## src/rtl/nibble_mayor_seq.sv

```systemverilog
// Job sequencer for the shared 2-input nibble comparator: buffers a burst of 1..MAX_N nibbles,
// walks it through the comparator and returns max/count. Optional macro NMS_SELF_CHECK_EN adds cmp_err.
module nibble_mayor_seq #(
  parameter int MAX_N   = 8,
  parameter int CNT_W   = 4,
  parameter int CMP_LAT = 4
) (
  input  logic             CLK,
  input  logic             RESET,
  input  logic             in_valid,
  output logic             in_ready,
  input  logic [3:0]       in_data,
  input  logic             in_last,
  output logic [3:0]       cmp_a,
  output logic [3:0]       cmp_b,
  input  logic [3:0]       cmp_mayor,
  output logic             res_valid,
  input  logic             res_ready,
  output logic [3:0]       res_max,
  output logic [CNT_W-1:0] res_count,
  output logic             busy
`ifdef NMS_SELF_CHECK_EN
  ,
  output logic             cmp_err
`endif
);

  localparam int IDX_W = (MAX_N > 1) ? $clog2(MAX_N) : 1;
  localparam int WC_W  = (CMP_LAT < 1) ? 1 : $clog2(CMP_LAT + 1);
  localparam logic [CNT_W-1:0] MAX_N_C = CNT_W'(MAX_N);
  localparam logic [WC_W-1:0]  LAT_C   = WC_W'(CMP_LAT);

  typedef enum logic [1:0] {
    LOAD   = 2'd0,
    ISSUE  = 2'd1,
    WAIT   = 2'd2,
    RESULT = 2'd3
  } state_t;

  state_t           state_r, state_s;
  logic [CNT_W-1:0] count_r, count_s;
  logic [CNT_W-1:0] idx_r, idx_s;
  logic [WC_W-1:0]  wcnt_r, wcnt_s;
  logic [3:0]       acc_r, acc_s;
  logic [3:0]       cmp_a_r, cmp_a_s;
  logic [3:0]       cmp_b_r, cmp_b_s;
  logic [3:0]       buf_r [MAX_N];
  logic             wr_en_s;
  logic             accept_s;
  logic             sample_s;

  logic             in_ready_r;
  logic             busy_r;
  logic             res_valid_r;
  logic [3:0]       res_max_r;
  logic [CNT_W-1:0] res_count_r;

  assign accept_s = in_valid & in_ready_r & (state_r == LOAD);
  assign sample_s = (state_r == WAIT) && (wcnt_r == LAT_C);

  // Next-state and datapath decode for the sequencer FSM.
  always_comb begin
    state_s = state_r;
    count_s = count_r;
    idx_s   = idx_r;
    wcnt_s  = wcnt_r;
    acc_s   = acc_r;
    cmp_a_s = cmp_a_r;
    cmp_b_s = cmp_b_r;
    wr_en_s = 1'b0;
    case (state_r)
      LOAD: begin
        if (accept_s) begin
          count_s = count_r + CNT_W'(1);
          wr_en_s = 1'b1;
          // The MAX_N-th beat closes the job regardless of in_last.
          if (in_last || (count_s == MAX_N_C)) begin
            if (count_r == CNT_W'(0)) begin
              acc_s   = in_data;
              state_s = RESULT;
            end else begin
              acc_s   = buf_r[0];
              idx_s   = CNT_W'(1);
              state_s = ISSUE;
            end
          end else begin
            state_s = LOAD;
          end
        end else begin
          state_s = LOAD;
        end
      end
      ISSUE: begin
        cmp_a_s = acc_r;
        cmp_b_s = buf_r[idx_r[IDX_W-1:0]];
        wcnt_s  = WC_W'(0);
        state_s = WAIT;
      end
      WAIT: begin
        if (sample_s) begin
          acc_s = cmp_mayor;
          idx_s = idx_r + CNT_W'(1);
          if (idx_r == (count_r - CNT_W'(1))) begin
            state_s = RESULT;
          end else begin
            state_s = ISSUE;
          end
        end else begin
          wcnt_s  = wcnt_r + WC_W'(1);
          state_s = WAIT;
        end
      end
      RESULT: begin
        if (res_ready) begin
          count_s = CNT_W'(0);
          state_s = LOAD;
        end else begin
          state_s = RESULT;
        end
      end
      default: begin
        state_s = LOAD;
      end
    endcase
  end

  // State, datapath and registered outputs.
  always_ff @(posedge CLK) begin
    if (RESET) begin
      state_r     <= LOAD;
      count_r     <= CNT_W'(0);
      idx_r       <= CNT_W'(0);
      wcnt_r      <= WC_W'(0);
      acc_r       <= 4'd0;
      cmp_a_r     <= 4'd0;
      cmp_b_r     <= 4'd0;
      in_ready_r  <= 1'b0;
      busy_r      <= 1'b0;
      res_valid_r <= 1'b0;
      res_max_r   <= 4'd0;
      res_count_r <= CNT_W'(0);
    end else begin
      state_r     <= state_s;
      count_r     <= count_s;
      idx_r       <= idx_s;
      wcnt_r      <= wcnt_s;
      acc_r       <= acc_s;
      cmp_a_r     <= cmp_a_s;
      cmp_b_r     <= cmp_b_s;
      in_ready_r  <= (state_s == LOAD);
      busy_r      <= (state_s != LOAD);
      res_valid_r <= (state_s == RESULT);
      res_max_r   <= (state_s == RESULT) ? acc_s : 4'd0;
      res_count_r <= (state_s == RESULT) ? count_s : CNT_W'(0);
    end
  end

  // Burst buffer; contents are don't-care after reset, so no reset branch.
  always_ff @(posedge CLK) begin
    if (wr_en_s) begin
      buf_r[count_r[IDX_W-1:0]] <= in_data;
    end
  end

`ifdef NMS_SELF_CHECK_EN
  function automatic logic [3:0] max_nib(input logic [3:0] a, input logic [3:0] b);
    return (a >= b) ? a : b;
  endfunction

  logic cmp_err_r;

  // Sticky flag: comparator result disagreed with the locally computed maximum.
  always_ff @(posedge CLK) begin
    if (RESET) begin
      cmp_err_r <= 1'b0;
    end else if (sample_s && (cmp_mayor != max_nib(acc_r, buf_r[idx_r[IDX_W-1:0]]))) begin
      cmp_err_r <= 1'b1;
    end else begin
      cmp_err_r <= cmp_err_r;
    end
  end

  assign cmp_err = cmp_err_r;
`endif

  assign in_ready  = in_ready_r;
  assign busy      = busy_r;
  assign res_valid = res_valid_r;
  assign res_max   = res_max_r;
  assign res_count = res_count_r;
  assign cmp_a     = cmp_a_r;
  assign cmp_b     = cmp_b_r;

endmodule

```

## config.mk

```make
export PLATFORM = sky130hd
export DESIGN_NAME = nibble_mayor_seq
export DESIGN_NICKNAME = d
export VERILOG_FILES = /design/src/rtl/nibble_mayor_seq.sv
export SDC_FILE = /design/constraint.sdc
export NUM_CORES = 1
export LEC_CHECK = 0
export ABC_AREA = 1
export CAP_MARGIN = 30
export CORE_MARGIN = 5
export CORE_UTILIZATION = 55
export CTS_BUF_LIST = sky130_fd_sc_hd__clkbuf_16
export CTS_CLUSTER_DIAMETER = 30
export DETAILED_ROUTE_END_ITERATION = 8
export HOLD_SLACK_MARGIN = 0.03
export PLACE_DENSITY = 0.85
export SLEW_MARGIN = 20
export SYNTH_ARGS = -nofsm -noshare
export SYNTH_HDL_FRONTEND = slang
export SYNTH_SLANG_ARGS = --single-unit
export TNS_END_PERCENT = 30
```

## constraint.sdc

```tcl
create_clock -name CLK -period 4.75 [get_ports CLK]
set_input_delay 0.475 -clock CLK [delete_from_list [all_inputs] [get_ports CLK]]
set_output_delay 0.475 -clock CLK [all_outputs]
set_load 0.005 [all_outputs]
```

==> flow_metrics.env, run 1 <==
export IMPL_status="finished, final reports clean"
export IMPL_synth_edff_count=32
export IMPL_die_w_um=84.72
export IMPL_grt_max_degree=22
export IMPL_drtIter0Drc=276
export IMPL_core_sq_um=5473
export IMPL_crit_arrival_ps=2570
export IMPL_cts_setup_buffers=0
export IMPL_nets=395
export IMPL_antennaDiodeCount=0
export IMPL_via_per_inst=5.584
export IMPL_syn_inst=341
export IMPL_finClkSkew_ps=5.528
export IMPL_pin_count=32
export IMPL_yosys_warnings=0
export IMPL_rows=27
export IMPL_die_h_um=84.72
export IMPL_critPathBufInv=1
export IMPL_vias=2507
export IMPL_path_common_cell="nand2_1"
export IMPL_power_uw=1464
export IMPL_fp_dieArea_sq_um=7177
export IMPL_final_cell_area_sq_um=3740
export IMPL_synth_area_top_cells="edfxtp_1 (31%), dfxtp_1 (23%), nand2_1 (6.6%)"
export IMPL_fin_crit_sh=0.4849
export IMPL_grt_overflow=0
export IMPL_min_period_ps=2303
export IMPL_layout_commonest_cell="nand2_1"
export IMPL_layout_drive_gt1_share=0.09814
export IMPL_cts_tree="built"
export IMPL_place_congestion=0.8617
export IMPL_grt_pass1_vias=2457
export IMPL_synth_distinct_cells=30
export IMPL_clk_pin_slew_ps=60
export IMPL_setup_viol=0
export IMPL_hpwlAfterDp_um=4669
export IMPL_slowest_delay_ps=730
export IMPL_clock_latency_ps=340
export IMPL_critPathKind="reg -> reg"
export IMPL_power_density_nw_per_um2=391.3
export IMPL_cp_top_family="simple AND/OR/NAND/NOR gates"
export IMPL_final_cell_mix="nand2_1 (54), nor2_1 (50), o21ai_0 (37)"
export IMPL_fin_util=0.6834
export IMPL_drc=0
export IMPL_max_freq_mhz=434.2
export IMPL_ys_seq_area_frac=0.5477
export IMPL_cts_hold_buf=0
export IMPL_maxCapViolations=0
export IMPL_synth_top_area_cell="edfxtp_1"
export IMPL_path_cells="inv_1, nand2_1, nand3_1, nor2_1, nand3_1, nand2_1, nand2_1, nand2_4, nand3_4, nor2_2"
export IMPL_start_util=0.5610
export IMPL_cts_repair_resized=0
export IMPL_placed_area_sq_um=3416
export IMPL_slowest_stage="dfxtp_1"
export IMPL_grt_pass1_wl_um=11810
export IMPL_peakVddDrop_mv=0.2347
export IMPL_whs_ps=493.8
export IMPL_clock_sinks=68
export IMPL_start_kind="register"
export IMPL_slew_headroom=0.4813
export IMPL_antenna_found_initial=0
export IMPL_finalSetupTns_ps=0
export IMPL_numCtsBuffers=9
export IMPL_async_flop_share=0
export IMPL_ctsLongestPathBuffers=2
export IMPL_worst_pin_slew_ps=775.7
export IMPL_drt_wl_total_um=7294
export IMPL_clock_tree_root_cell="clkbuf_16"
export IMPL_ys_flop_type="dfxtp_1"
export IMPL_finalMaxSlewViolations=0
export IMPL_wire_per_inst_um=16.24
export IMPL_synth_top_area_share=0.3130
export IMPL_htreeDepth=3
export IMPL_required_ps=5020
export IMPL_finalHoldViolations=0
export IMPL_firstDrtPassIters=5
export IMPL_hold_path_class="reg -> reg"
export IMPL_leakage_uw=0.001467
export IMPL_yosys_register_bits=68
export IMPL_grt_use_total=0.2142
export IMPL_worst_path_max_fanout=21
export IMPL_netlist_area_sq_um=3070
export IMPL_area_growth_pct=21.80
export IMPL_portBuffers=31
export IMPL_end_kind="register"
export IMPL_rsz0062_at_grt="no"
export IMPL_ant_nets=0
export IMPL_syn_nets=364
export IMPL_synth_avg_cell_area_sq_um=9.004
[cell usage after synthesis (2+ instances only)]
library cell,instances
nand2_1,54
nor2_1,50
o21ai_0,37
dfxtp_1,36
edfxtp_1,32
inv_1,32
a21oi_1,24
nand3_1,15
ha_1,10
nor2_2,8
clkbuf_1,7
o22ai_1,5
nand2_4,4
nor3_1,4
o221ai_1,4
inv_2,3
buf_2,2
nand3_4,2
[registers in the layout, summed over array words and instances (netlist names)]
name / flops
cmp_b: 4
buf_r: 32
res_count: 4
state_r: 2
busy: 1
res_max: 4
count_r: 4
cmp_a: 4
idx_r: 4
wcnt_r: 3
in_ready: 1
acc_r: 4
res_valid: 1
[power breakdown]
part / switching, uW / total, uW / internal (uW) / leakage (uW)
Clock: 255 / 717 / 461 / 0.000156
Sequential: 11.4 / 636 / 624 / 0.000580
Combinational: 69.9 / 111 / 41.3 / 0.000731
Total: 336 / 1460 / 1130 / 0.00147
[worst register-to-register path, cell delays in order (launching register included)]
cell     delay [ps]
dfxtp_1         730
inv_1           450
nand2_1         140
nand3_1          70
nor2_1          100
nand3_1         110
nand2_1          80
nand2_1         110
nand2_4         110
nand3_4         170
nor2_2          160
[metal layers]
metal / up-vias / part of all wire / track usage
li1: 1204 / - / -
met1: 1158 / 0.39 / 0.2464
met2: 121 / 0.50 / 0.3715
met3: 24 / 0.078 / 0.06869
met4: 0 / 0.026 / 0.07914
met5: - / 0 / 0
[metrics by stage]
step,cells,setup slack [ps]
floorplan,341,2867
global placement,433,2429
detailed placement,433,2363
CTS,449,2510
global route,449,2218
finish,449,2447
[path summary, 6_finish.rpt]
kind / startpoint / end / slack [ps] / depth (start not counted)
hold / removal: wcnt_r[1] / wcnt_r[1] / 490 / 2
setup / recovery: idx_r[0] / res_max[3] / 2450 / 10
setup reg to reg: idx_r[0] / res_max[3] / 2450 / 10
hold reg to reg: wcnt_r[1] / wcnt_r[1] / 490 / 2
[kinds of logic (layout without fill, tap and decap cells)]
| group | count (synthesis) | count (layout) | synth area share |
|---|---|---|---|
| and+or+nand+nor | 143 | 143 | 0.2192 |
| AOI/OAI and AO/OA | 72 | 72 | 0.1259 |
| DFF | 68 | 68 | 0.5477 |
| adders and majority gates | 10 | 10 | 0.04075 |
| xor gates and xnor gates | 2 | 2 | 0.005706 |
| buffers and inverters | 46 | 82 | 0.06072 |
[area by class of cell]
cell class | count | area, sq um
sequential | 68 | 1682
timing repair buffer | 31 | 310.3
multi-input combinational | 227 | 1202
fill | 403 | 1733
clock inverter | 7 | 98.84
tap | 72 | 90.09
inverter | 35 | 131.4
clock buffer | 9 | 225.2
Power figures use the tool's default switching activity.
==> run 2: changes to the inputs <==
clock period = 2.4 ns   (was 4.75 ns; I/O delays follow)
==> run 2 against run 1 <==
Against the previous run:
- worst hold slack lost 3.7 ps
- clock skew is essentially flat
- critical path depth is the same
- sequential power grew 98%
- first-iteration DRC count grew 18%
- sequential share of layout area is essentially flat
- wire length shrank 3.4%
- flip-flop and latch count is the same
- cell count grew 0.67%
- critical path type unchanged
- critical endpoint is now res_max[2]
==> flow_metrics.env, run 2 (synthesized netlist as in run 1, its figures left out) <==
export IMPL_place_ws_ps=355.0
export IMPL_layout_drive_gt1_share=0.1026
export IMPL_p_clk_frac=0.469
export IMPL_grt_use_total=0.2059
export IMPL_die_w_um=84.72
export IMPL_antenna_found_initial=0
export IMPL_hold_path_class="reg -> reg"
export IMPL_leakage_uw=0.001465
export IMPL_start_util=0.5610
export IMPL_layout_commonest_cell="nand2_1"
export IMPL_fin_crit_sh=0.8884
export IMPL_placed_area_sq_um=3438
export IMPL_numCtsBuffers=9
export IMPL_core_sq_um=5473
export IMPL_nets=398
export IMPL_p_comb_frac=0.079
export IMPL_area_growth_pct=21.76
export IMPL_grt_busiest_layer="met2"
export IMPL_grt_use_met1=0.2492
export IMPL_p_seq_frac=0.451
export IMPL_critPathKind="reg -> reg"
export IMPL_rsz0062_at_grt="no"
export IMPL_worst_path_max_fanout=10
export IMPL_finalSetupTns_ps=0
export IMPL_use_met2=0.3473
export IMPL_via_per_inst=5.593
export IMPL_drc=0
export IMPL_fp_dieArea_sq_um=7177
export IMPL_cts_repair_resized=0
export IMPL_largest_reg_flops=32
export IMPL_maxCapViolations=0
export IMPL_intPower_uw=2126
export IMPL_grt_pass1_vias=2363
export IMPL_portBuffers=31
export IMPL_place_congestion=0.8800
export IMPL_antennaDiodeCount=0
export IMPL_cts_hold_buf=0
export IMPL_grt_max_degree=22
export IMPL_final_cell_mix="nand2_1 (54), nor2_1 (50), o21ai_0 (37)"
export IMPL_end_kind="register"
export IMPL_die_h_um=84.72
export IMPL_final_cell_area_sq_um=3739
export IMPL_grt_pass1_wl_um=11470
export IMPL_cts_setup_buffers=0
export IMPL_clock_latency_ps=330
export IMPL_required_ps=2660
export IMPL_finalMaxSlewViolations=0
export IMPL_max_freq_mhz=469.0
export IMPL_power_density_nw_per_um2=744.3
export IMPL_slew_headroom=0.5641
export IMPL_clock_tree_root_cell="clkbuf_16"
export IMPL_ant_nets=0
export IMPL_pin_count=32
export IMPL_drtIter0Drc=327
export IMPL_vias=2528
export IMPL_drt_wl_total_um=7045
export IMPL_swShare=0.2359
export IMPL_htreeDepth=3
export IMPL_rows=27
export IMPL_status="finished, final reports clean"
export IMPL_stdcell_count=452
export IMPL_switching_power_uw=656.3
export IMPL_firstDrtPassIters=5
export IMPL_grt_overflow=0
export IMPL_finClkSkew_ps=5.358
export IMPL_worst_pin_slew_ps=653.0
export IMPL_ctsLongestPathBuffers=2
export IMPL_cts_tree="built"
export IMPL_setup_viol=0
export IMPL_dp_cells=436
export IMPL_wire_per_inst_um=15.59
export IMPL_hpwlAfterDp_um=4762
export IMPL_finalHoldViolations=0
export IMPL_timing_final_ws_setup_ps=267.8
export IMPL_crit_arrival_ps=2390
export IMPL_min_period_ps=2132
export IMPL_peakVddDrop_mv=0.4792
export IMPL_use_met3=0.04024
export IMPL_clk_pin_slew_ps=60
export IMPL_start_kind="register"
export IMPL_clock_sinks=68
==> run 2: cell types whose count changed in the layout (fill, tap and decap cells not counted), sizes merged <==
cell / change
buf: +3
bufinv: -1
clkinvlp: +1
==> run 2: metrics by stage <==
| step | power [uW] | util | hold slack [ps] |
|---|---|---|---|
| 2_1_floorplan | 1414 | - | 338.9 |
| 3_3_place_gp | 1489 | 0.6283 | 464.9 |
| 3_5_place_dp | 1494 | 0.6283 | 477.7 |
| 4_1_cts | 2793 | 0.6831 | 485.4 |
| 5_1_grt | 2870 | 0.6831 | 516.1 |
| 6_report | 2783 | 0.6831 | 490.1 |
==> run 2: path summary, 6_finish.rpt <==
| kind | from | to | slack (ps) | cells after the start |
|---|---|---|---|---|
| max reg2reg | count_r[0] | res_max[2] | 270 | 10 |
| min reg2reg | wcnt_r[0] | wcnt_r[0] | 490 | 1 |
| max | count_r[0] | res_max[2] | 270 | 10 |
| min | wcnt_r[0] | wcnt_r[0] | 490 | 1 |
==> run 2: critical path, cell delays in order (launching register included) <==
cell,delay [ps]
dfxtp_1,550
inv_1,200
ha_1,380
xnor2_1,150
nor2_1,120
nand3_1,80
nand2_1,60
nand2_1,110
nand2_4,100
nand3_4,160
nor2_2,150
==> run 2: power groups by stage <==
stage / registers [uW] / logic (uW) / clock network [uW]
5_1_grt: 1260 / 243 / 1370
4_1_cts: 1260 / 218 / 1320
2_1_floorplan: 1270 / 143 / 0
3_5_place_dp: 1280 / 214 / 0
3_3_place_gp: 1280 / 209 / 0
6_report: 1260 / 221 / 1310
==> run 2: area by class of cell <==
class | count | area [sq um]
repair buffers | 34 | 332.8
multi-input cells | 227 | 1202
flip-flops and latches | 68 | 1682
well taps | 72 | 90.09
fillers | 400 | 1734
clock inverters | 7 | 75.07
inverters | 35 | 131.4
clock buffers | 9 | 225.2
==> run 2: metal layers <==
metal,up-vias,part of all wire
met4,0,0.035
met1,1180,0.40
met3,24,0.067
li1,1209,-
met2,115,0.50
met5,-,0
==> run 3: changes to the inputs <==
CAP_MARGIN = 10   (was 30)
==> results of run 3 <==
The final DEF is identical to that of run 2; final timing and power are the same.
